--- src/rtl/pwm_capture_pkg.sv ---
// rtl/pwm_capture_pkg.sv - shared constants, field offsets and state encoding for pwm_capture
package pwm_capture_pkg;

    localparam int CNT_W = 12;

    // bRData field offsets
    localparam int HIGH_LSB  = 0;
    localparam int PER_LSB   = 12;
    localparam int OVF_BIT   = 30;
    localparam int VALID_BIT = 31;

    // bWData bit indices
    localparam int EN_BIT  = 0;
    localparam int CLR_BIT = 1;

    localparam logic [CNT_W-1:0] CNT_MAX = '1;

    typedef enum logic [1:0] {
        IDLE = 2'd0,
        ARM  = 2'd1,
        MEAS = 2'd2
    } state_t;

endpackage

--- src/rtl/pwm_capture_sync_edge.sv ---
// rtl/pwm_capture_sync_edge.sv - input synchronizer with one-cycle delayed copy and rising-edge detect
module sync_edge #(
    parameter int SYNC_STAGES = 2
) (
    input  logic i_clk,
    input  logic i_rst_n,
    input  logic i_d,
    output logic o_s,
    output logic o_rise
);

    logic [SYNC_STAGES-1:0] r_sync;
    logic                   r_sd;

    // shift the raw input through the synchronizer chain; r_sd lags the synchronized output by one cycle
    always_ff @(posedge i_clk or negedge i_rst_n) begin
        if (!i_rst_n) begin
            r_sync <= '0;
            r_sd   <= 1'b0;
        end else begin
            r_sync <= {r_sync[SYNC_STAGES-2:0], i_d};
            r_sd   <= r_sync[SYNC_STAGES-1];
        end
    end

    assign o_s    = r_sync[SYNC_STAGES-1];
    assign o_rise = o_s & ~r_sd;

endmodule

--- src/rtl/pwm_capture.sv ---
// rtl/pwm_capture.sv - measures high time and period of a PWM input, bus-readable status
module pwm_capture
    import pwm_capture_pkg::*;
#(
    parameter int SYNC_STAGES = 2
) (
    input  logic        clk,
    input  logic        rst_n,
    input  logic        bSel,
    input  logic        bWrite,
    input  logic [31:0] bWData,
    output logic [31:0] bRData,
    input  logic        pwmIn
);

    state_t             r_state;
    state_t             w_state_nxt;
    logic [CNT_W-1:0]   r_cnt_p;
    logic [CNT_W-1:0]   r_cnt_h;
    logic [CNT_W-1:0]   r_high;
    logic [CNT_W-1:0]   r_period;
    logic               r_valid;
    logic               r_ovf;

    logic               w_s;
    logic               w_rise;
    logic               w_wr;
    logic               w_en;
    logic               w_clear;
    logic               w_cnt_load;
    logic               w_cnt_inc;
    logic               w_capture;
    logic               w_timeout;
    logic [31:0]        w_rdata;
    logic               w_unused_wdata;

    sync_edge #(
        .SYNC_STAGES (SYNC_STAGES)
    ) u_sync_edge (
        .i_clk   (clk),
        .i_rst_n (rst_n),
        .i_d     (pwmIn),
        .o_s     (w_s),
        .o_rise  (w_rise)
    );

    assign w_wr           = bSel & bWrite;
    assign w_en           = bWData[EN_BIT];
    assign w_unused_wdata = ^bWData[31:2];

    // state register
    always_ff @(posedge clk or negedge rst_n) begin
        if (!rst_n) begin
            r_state <= IDLE;
        end else begin
            r_state <= w_state_nxt;
        end
    end

    // next state and per-cycle actions; clear beats disable beats capture/timeout
    always_comb begin
        w_state_nxt = r_state;
        w_clear     = 1'b0;
        w_cnt_load  = 1'b0;
        w_cnt_inc   = 1'b0;
        w_capture   = 1'b0;
        w_timeout   = 1'b0;
        if (w_wr && bWData[CLR_BIT]) begin
            w_clear     = 1'b1;
            w_state_nxt = w_en ? ARM : IDLE;
        end else if (w_wr && !w_en) begin
            w_state_nxt = IDLE;
        end else if (w_wr && (r_state == IDLE)) begin
            w_state_nxt = ARM;
        end else begin
            case (r_state)
                ARM: begin
                    if (w_rise) begin
                        w_state_nxt = MEAS;
                        w_cnt_load  = 1'b1;
                    end
                end
                MEAS: begin
                    if (w_rise) begin
                        w_cnt_load = 1'b1;
                        w_capture  = 1'b1;
                    end else if (r_cnt_p == CNT_MAX) begin
                        w_timeout   = 1'b1;
                        w_state_nxt = ARM;
                    end else begin
                        w_cnt_inc = 1'b1;
                    end
                end
                IDLE:    ;
                default: w_state_nxt = IDLE;
            endcase
        end
    end

    // period and high-time counters; restart at 1 on each rising edge, frozen outside MEAS
    always_ff @(posedge clk or negedge rst_n) begin
        if (!rst_n) begin
            r_cnt_p <= '0;
            r_cnt_h <= '0;
        end else if (w_clear) begin
            r_cnt_p <= '0;
            r_cnt_h <= '0;
        end else if (w_cnt_load) begin
            r_cnt_p <= CNT_W'(1);
            r_cnt_h <= CNT_W'(1);
        end else if (w_cnt_inc) begin
            r_cnt_p <= r_cnt_p + CNT_W'(1);
            r_cnt_h <= r_cnt_h + CNT_W'(w_s);
        end
    end

    // result registers: capture on rise, saturate on timeout, zero on clear
    always_ff @(posedge clk or negedge rst_n) begin
        if (!rst_n) begin
            r_high   <= '0;
            r_period <= '0;
            r_valid  <= 1'b0;
            r_ovf    <= 1'b0;
        end else if (w_clear) begin
            r_high   <= '0;
            r_period <= '0;
            r_valid  <= 1'b0;
            r_ovf    <= 1'b0;
        end else if (w_capture) begin
            r_high   <= r_cnt_h;
            r_period <= r_cnt_p;
            r_valid  <= 1'b1;
        end else if (w_timeout) begin
            r_high   <= w_s ? CNT_MAX : '0;
            r_period <= CNT_MAX;
            r_valid  <= 1'b1;
            r_ovf    <= 1'b1;
        end
    end

    // read data packing straight from registers
    always_comb begin
        w_rdata                        = '0;
        w_rdata[HIGH_LSB +: CNT_W]     = r_high;
        w_rdata[PER_LSB  +: CNT_W]     = r_period;
        w_rdata[OVF_BIT]               = r_ovf;
        w_rdata[VALID_BIT]             = r_valid;
    end

    assign bRData = w_rdata;

endmodule
--- config.mk ---
export PLATFORM = sky130hd
export DESIGN_NAME = pwm_capture
export DESIGN_NICKNAME = d
export VERILOG_FILES = /design/src/rtl/pwm_capture_pkg.sv /design/src/rtl/pwm_capture_sync_edge.sv /design/src/rtl/pwm_capture.sv
export SDC_FILE = /design/constraint.sdc
export NUM_CORES = 1
export LEC_CHECK = 0
export BUFFER_PORTS_ARGS = -buffer_cell sky130_fd_sc_hd__buf_2
export CAP_MARGIN = 20
export CORE_ASPECT_RATIO = 1.1
export CORE_MARGIN = 8
export CORE_UTILIZATION = 50
export CTS_CLUSTER_SIZE = 20
export DETAILED_ROUTE_END_ITERATION = 7
export PLACE_DENSITY = 0.73
export SYNTH_ARGS = -nofsm -noshare
export SYNTH_HDL_FRONTEND = slang
export SYNTH_SLANG_ARGS = --single-unit
--- constraint.sdc ---
create_clock -name clk -period 2.2 [get_ports clk]
set_input_delay 0.11 -clock clk [delete_from_list [all_inputs] [get_ports clk]]
set_output_delay 0.11 -clock clk [all_outputs]
set_load 0.02 [all_outputs]
# --- Word level (Yosys, flattened, before mapping) ---
# Cells that the tools add are included.
classes:
  add_sub_neg: 2
  eq_ne: 8
  n_mux: 48
  bitwise_logic: 3
  reduce_logical: 11
op_table:
  columns: ["operator", "count"]
  rows:
  - ["2-to-1 mux 12 bit", 13]
  - ["2-to-1 mux 1 bit", 28]
  - ["adder 12 x 1 -> 12 bit", 1]
  - ["adder 12 x 1 -> 12 bit (second input constant)", 1]
  - ["== test 12 bit (second input constant)", 1]
  - ["2-to-1 mux 2 bit", 6]
  - ["inequality test 5 bit (second input constant)", 2]
  - ["one-hot mux 2 bit (3 select lines)", 1]
  - ["nonzero test 3 bit", 2]
  - ["inequality test 5 x 4 -> 1 bit (second input constant)", 1]
  - ["inequality test 4 x 3 -> 1 bit (second input constant)", 1]
  - ["AND reduction 4 bit", 1]
  - ["logical AND 1 bit", 3]
  - ["bitwise AND 1 bit", 2]
  - ["== test 2 x 1 -> 1 bit (second input constant)", 1]
  - ["== test 2 bit (second input constant)", 1]
  - ["zero test 2 bit", 1]
  - ["inequality test 2 bit (second input constant)", 1]
  - ["AND reduction 2 bit", 1]
  - ["nonzero test 2 bit", 1]
  - ["OR reduction 2 bit", 1]
  - ["zero test 1 bit", 1]
  - ["NOT 1 bit", 1]
totals:
  register_bits: 55
  input_bits: 37
  out_inout_bits: 32
  elab_cells: 81

# --- Logic depth before layout (Yosys ltp) ---
logic_depth:
  depth_word: 10
  mapped_depth: 7
  depth_no_buf: 6

# --- Cells and area by module ---
# A second synthesis with hierarchy kept.
hier_totals:
  hier_cells: 252
  hier_area_um2: 2846.5
by_module_without_submodules:
  columns: ["module", "instances", "cells_each", "area_each_um2", "seq_area_each_um2"]
  rows:
  - ["pwm_capture", 1, 248, 2757.6, 1301.2]
  - ["sync_edge", 1, 4, 88.8, 75.1]

# --- Worst setup path before layout ---
# Ideal clock, no wire load.
synth_timing:
  kind: "register to register"
  startpoint: "register r_state[0]"
  endpoint: "register r_cnt_p[11]"
  setup_ps: 79
  t_arrival_ps: 1668
  t_required_ps: 2121
  path_slack_ps: 453
  path_stages_with_launch: 8
  path_buffers: 1
  period_less_slack_ps: 1747
  path_cell_list: "dfrtp_1 > inv_1 > ha_1 > nor3b_2 > o211ai_2 > buf_2 > nor4_1 > mux2i_1"
synth_between:
  elab_chain_cells: 8
  word_cells_on_any_way: 16
  cone_classes: "eq/ne (2); mux (10); reduce/logical (4)"
synth_lines:
  columns: ["element", "line_no", "source"]
  rows:
  - ["from (decl)", "pwm_capture.sv:16", "state_t r_state;"]
  - ["from (signal assigned)", "pwm_capture.sv:56", "r_state <= w_state_nxt;"]
  - ["== test 2 bit or == test 2 x 1 -> 1 bit (tied branches)", "pwm_capture.sv:76", "case (r_state)"]
  - ["OR reduction 2 bit (no source line)", null, null]
  - ["2-to-1 mux 1 bit", null, null]
  - ["2-to-1 mux 1 bit", "pwm_capture.sv:73", "end else if (w_wr && (r_state == IDLE)) begin"]
  - ["2-to-1 mux 1 bit", "pwm_capture.sv:71", "end else if (w_wr && !w_en) begin"]
  - ["2-to-1 mux 1 bit", "pwm_capture.sv:68", "if (w_wr && bWData[CLR_BIT]) begin"]
  - ["2-to-1 mux 12 bit", "pwm_capture.sv:108", "end else if (w_cnt_load) begin"]
  - ["2-to-1 mux 12 bit", "pwm_capture.sv:105", "end else if (w_clear) begin"]
  - ["to (signal assigned)", "pwm_capture.sv:112", "r_cnt_p <= r_cnt_p + CNT_W'(1);"]
  - ["to (decl)", "pwm_capture.sv:18", "logic [CNT_W-1:0] r_cnt_p;"]
# Several ways; a longest one is shown, not always the timed one.
# A chain may end at the register's enable or synchronous reset.

# --- Worst setup path after layout ---
layout_timing:
  startpoint: "register r_state[0]"
  endpoint: "register r_cnt_p[10]"
# Same word-level chain as after synthesis.

==> impl_metrics.tcl <==
set metrics [dict create \
    grt-ovfl-total 0 \
    synthFlopType "dfrtp_1" \
    gp_congestion 0.873 \
    netlist_instances 281 \
    avgSynthCellArea_um2 10.5 \
    cp.required_ns 2.44 \
    cp_slowest_stage_delay_ns 0.51 \
    worst_setup_path_end_kind "flop" \
    r2r-end "r_cnt_p[10]" \
    rsz0062_at_grt "false" \
    max_freq_mhz 500 \
    drtIter0Drc 256 \
    path_max_fanout 25 \
    setup_violations 0 \
    synth_area_mm2 0.00294 \
    numPortBuffers 32 \
    start_util 0.513 \
    start_kind "flop" \
    cts_root_buf "clkbuf_8" \
    reg2regPathDepth 7 \
    numCtsBuffers 5 \
    setup_tns_ns 0 \
    core-area_mm2 0.00573 \
    yosysWarnings 0 \
    clock_latency_ns 0.31 \
    die_h_um 96.4 \
    row_count 29 \
    period_needed_ns 2.00 \
    min_to "r_state[0]" \
    async_flop_share 1.00 \
    num_vias 2350 \
    grt_max_degree 56 \
    io_pins 69 \
    clock-sinks 55 \
    ant_nets 0 \
    synth_edf_count 0 \
    power_mw 2.91 \
    synthToLayoutAreaGrowth_pct 11.2 \
    cts.repair.resized 0 \
    place_area_mm2 0.00315 \
    antenna_found_initial 0 \
    cp.arrival_ns 2.24 \
    hold_ws_ns 0.170 \
    num_antenna_cells 0 \
    final_cell_area_mm2 0.00327 \
    peakVddDrop_uv 372 \
    clk_pin_slew_ns 0.10 \
    via_per_inst 6.04 \
    p_leak_nw 1.47 \
    synth-seq-cells 55 \
    dieArea_mm2 0.00859 \
    tightest_slew_ns 0.720 \
    power.density_mw_per_mm2 889 \
    routed_wl_mm 6.69 \
    period_share 0.910 \
    drive_gt1_frac 0.234 \
    clk_path_buf_depth 2 \
    drc_errors 0 \
    critPathKind "reg2reg" \
    cts_tree "done" \
    slew_headroom 0.519 \
    first_pass_iters 5 \
    routedWlPerCell_um 17.2 \
    outcome "completed" \
    synth_cell_types 51 \
    track_usage 0.164 \
    grt_pass1_vias 2259 \
    crit_path_top_delay_cell "or4_1" \
    hold_depth 3 \
    drv_cap 0 \
    cts_htree_levels 2 \
    min_from "bWData[0]" \
    grt_first_pass_wirelength_mm 11.1 \
    min_path_type "in2reg" \
    hpwl_mm 4.61 \
    final_hold_viol_count 0 \
    slew_violations 0 \
    path_cells "inv_1, ha_1, nor3b_2, o211ai_2, buf_12, or4_1, a21oi_1" \
    r2r-start "r_state[0]" \
    die_x_um 89.1 \
    skew_ns 0.0106 \
    r2r_slack_ns 0.20 \
    final_nets 354 \
    ys_seq_area_frac 0.468 \
]
layout by cell type (no fill, tap or decap), drive strengths merged:
cell type     n
clkbuf        5
ha            6
and4          2
clkinvlp      1
a31oi         6
nand3b        7
a21oi        11
nand4         6
or3           3
o2bb2ai       2
o22ai         2
o31ai         3
nor2          6
o221a        12
o21ai        24
o211ai        4
a31o          1
nor2b         3
clkinv        2
mux2i        17
conb          6
dlygate4sd3   2
nand3        37
nor3b         1
and3b         1
and3          4
inv           3
buf          43
nand2        10
or4           5
nor4          8
nand2b        1
o211a         1
nor3          4
o31a          4
a221oi        1
dfrtp        55
nor4b         1
o21a          2
synthesized netlist by cell type (2+ instances only):
master,number,area share
buf_2,7,0.012
buf_4,8,0.020
o221a_2,5,0.019
inv_1,3,0.0038
o211ai_2,3,0.013
or3_1,3,0.0064
dfrtp_1,55,0.47
o2bb2ai_1,2,0.0060
o31a_1,4,0.012
o21ai_1,10,0.017
nand3b_1,7,0.018
a21oi_1,11,0.019
nor2b_1,2,0.0043
nor3_1,3,0.0051
buf_6,2,0.0077
o21a_1,2,0.0051
o21ai_0,13,0.022
mux2i_1,17,0.058
o31ai_1,3,0.0077
ha_1,6,0.026
nor4_1,4,0.0085
nor2_1,5,0.0064
o221a_1,7,0.027
clkbuf_1,9,0.011
a31oi_1,6,0.013
nand2_1,9,0.011
or4_1,4,0.010
nand4_1,5,0.011
and3_1,4,0.0085
nor4_2,4,0.017
nand3_1,37,0.063
o22ai_1,2,0.0043
worst max-delay path by stage:
stage	start	endpoint	slack (ns)
after global placement	r_state[0]	r_cnt_p[10]	0.28
after CTS	r_state[0]	r_cnt_h[6]	0.21
final	r_state[0]	r_cnt_p[10]	0.20
after detailed placement	r_state[0]	r_cnt_h[6]	0.22
after global routing	r_state[0]	r_cnt_p[10]	0.06
after floorplan	r_state[0]	r_cnt_p[11]	0.45
power breakdown:
part | internal [mW] | switching (mW) | leakage, nW
combinational | 0.401 | 0.605 | 0.678
sequential | 1.21 | 0.129 | 0.747
clock | 0.228 | 0.335 | 0.0443
total | 1.84 | 1.07 | 1.47
critical path, delay by kind of cell, from the launching register on:
| kind | cells | cell delay [ns] |
|---|---|---|
| buf+inv | 2 | 0.25 |
| compound gates | 2 | 0.28 |
| simple gates | 2 | 0.77 |
| flops | 1 | 0.37 |
| fa+ha+maj | 1 | 0.26 |
through the flow:
| stage | util | std cells | worst slack (ns) |
|---|---|---|---|
| after floorplan | - | 286 | 0.453 |
| after global placement | 0.550 | 379 | 0.276 |
| after detailed placement | 0.550 | 379 | 0.225 |
| after CTS | 0.570 | 389 | 0.209 |
| after global routing | 0.570 | 389 | 0.0611 |
| final | 0.570 | 389 | 0.199 |
cells by family after synthesis:
| logic type | share of synthesized area |
|---|---|
| muxes | 0.0579 |
| other | 0.00128 |
| DFF | 0.468 |
| and+or+nand+nor | 0.211 |
| buffers and inverters | 0.0566 |
| adders and majority gates | 0.0255 |
| AOI/OAI and AO/OA | 0.179 |
sequential cells by signal (all words and copies together) (netlist names), 2 cells and up:
name / cells
r_state: 2
r_period: 12
r_cnt_h: 12
r_cnt_p: 12
u_sync_edge.r_sync: 2
r_high: 12
per-layer routing:
metal | part of all wire | vias to the layer above | track usage
met1 | 0.43 | 1140 | 0.218
met5 | 0 | - | 0
met3 | 0.079 | 10 | 0.0321
li1 | - | 1124 | -
met2 | 0.47 | 76 | 0.260
met4 | 0.016 | 0 | 0.0569
cell type report:
class	count	area, um^2
fillers	532	2460
clock inverters	3	25.0
flip-flops and latches	55	1380
multi-input cells	201	1420
inverters	3	11.3
repair buffers	45	275
well taps	77	96.3
clock buffers	5	68.8
timing repair:
| item | CTS | global route |
|---|---|---|
| hold buffers | 2 | 0 |
| hold endpoints to repair | 56 | 0 |
| buffers inserted | 0 | 0 |
Power figures use the tool's default switching activity.
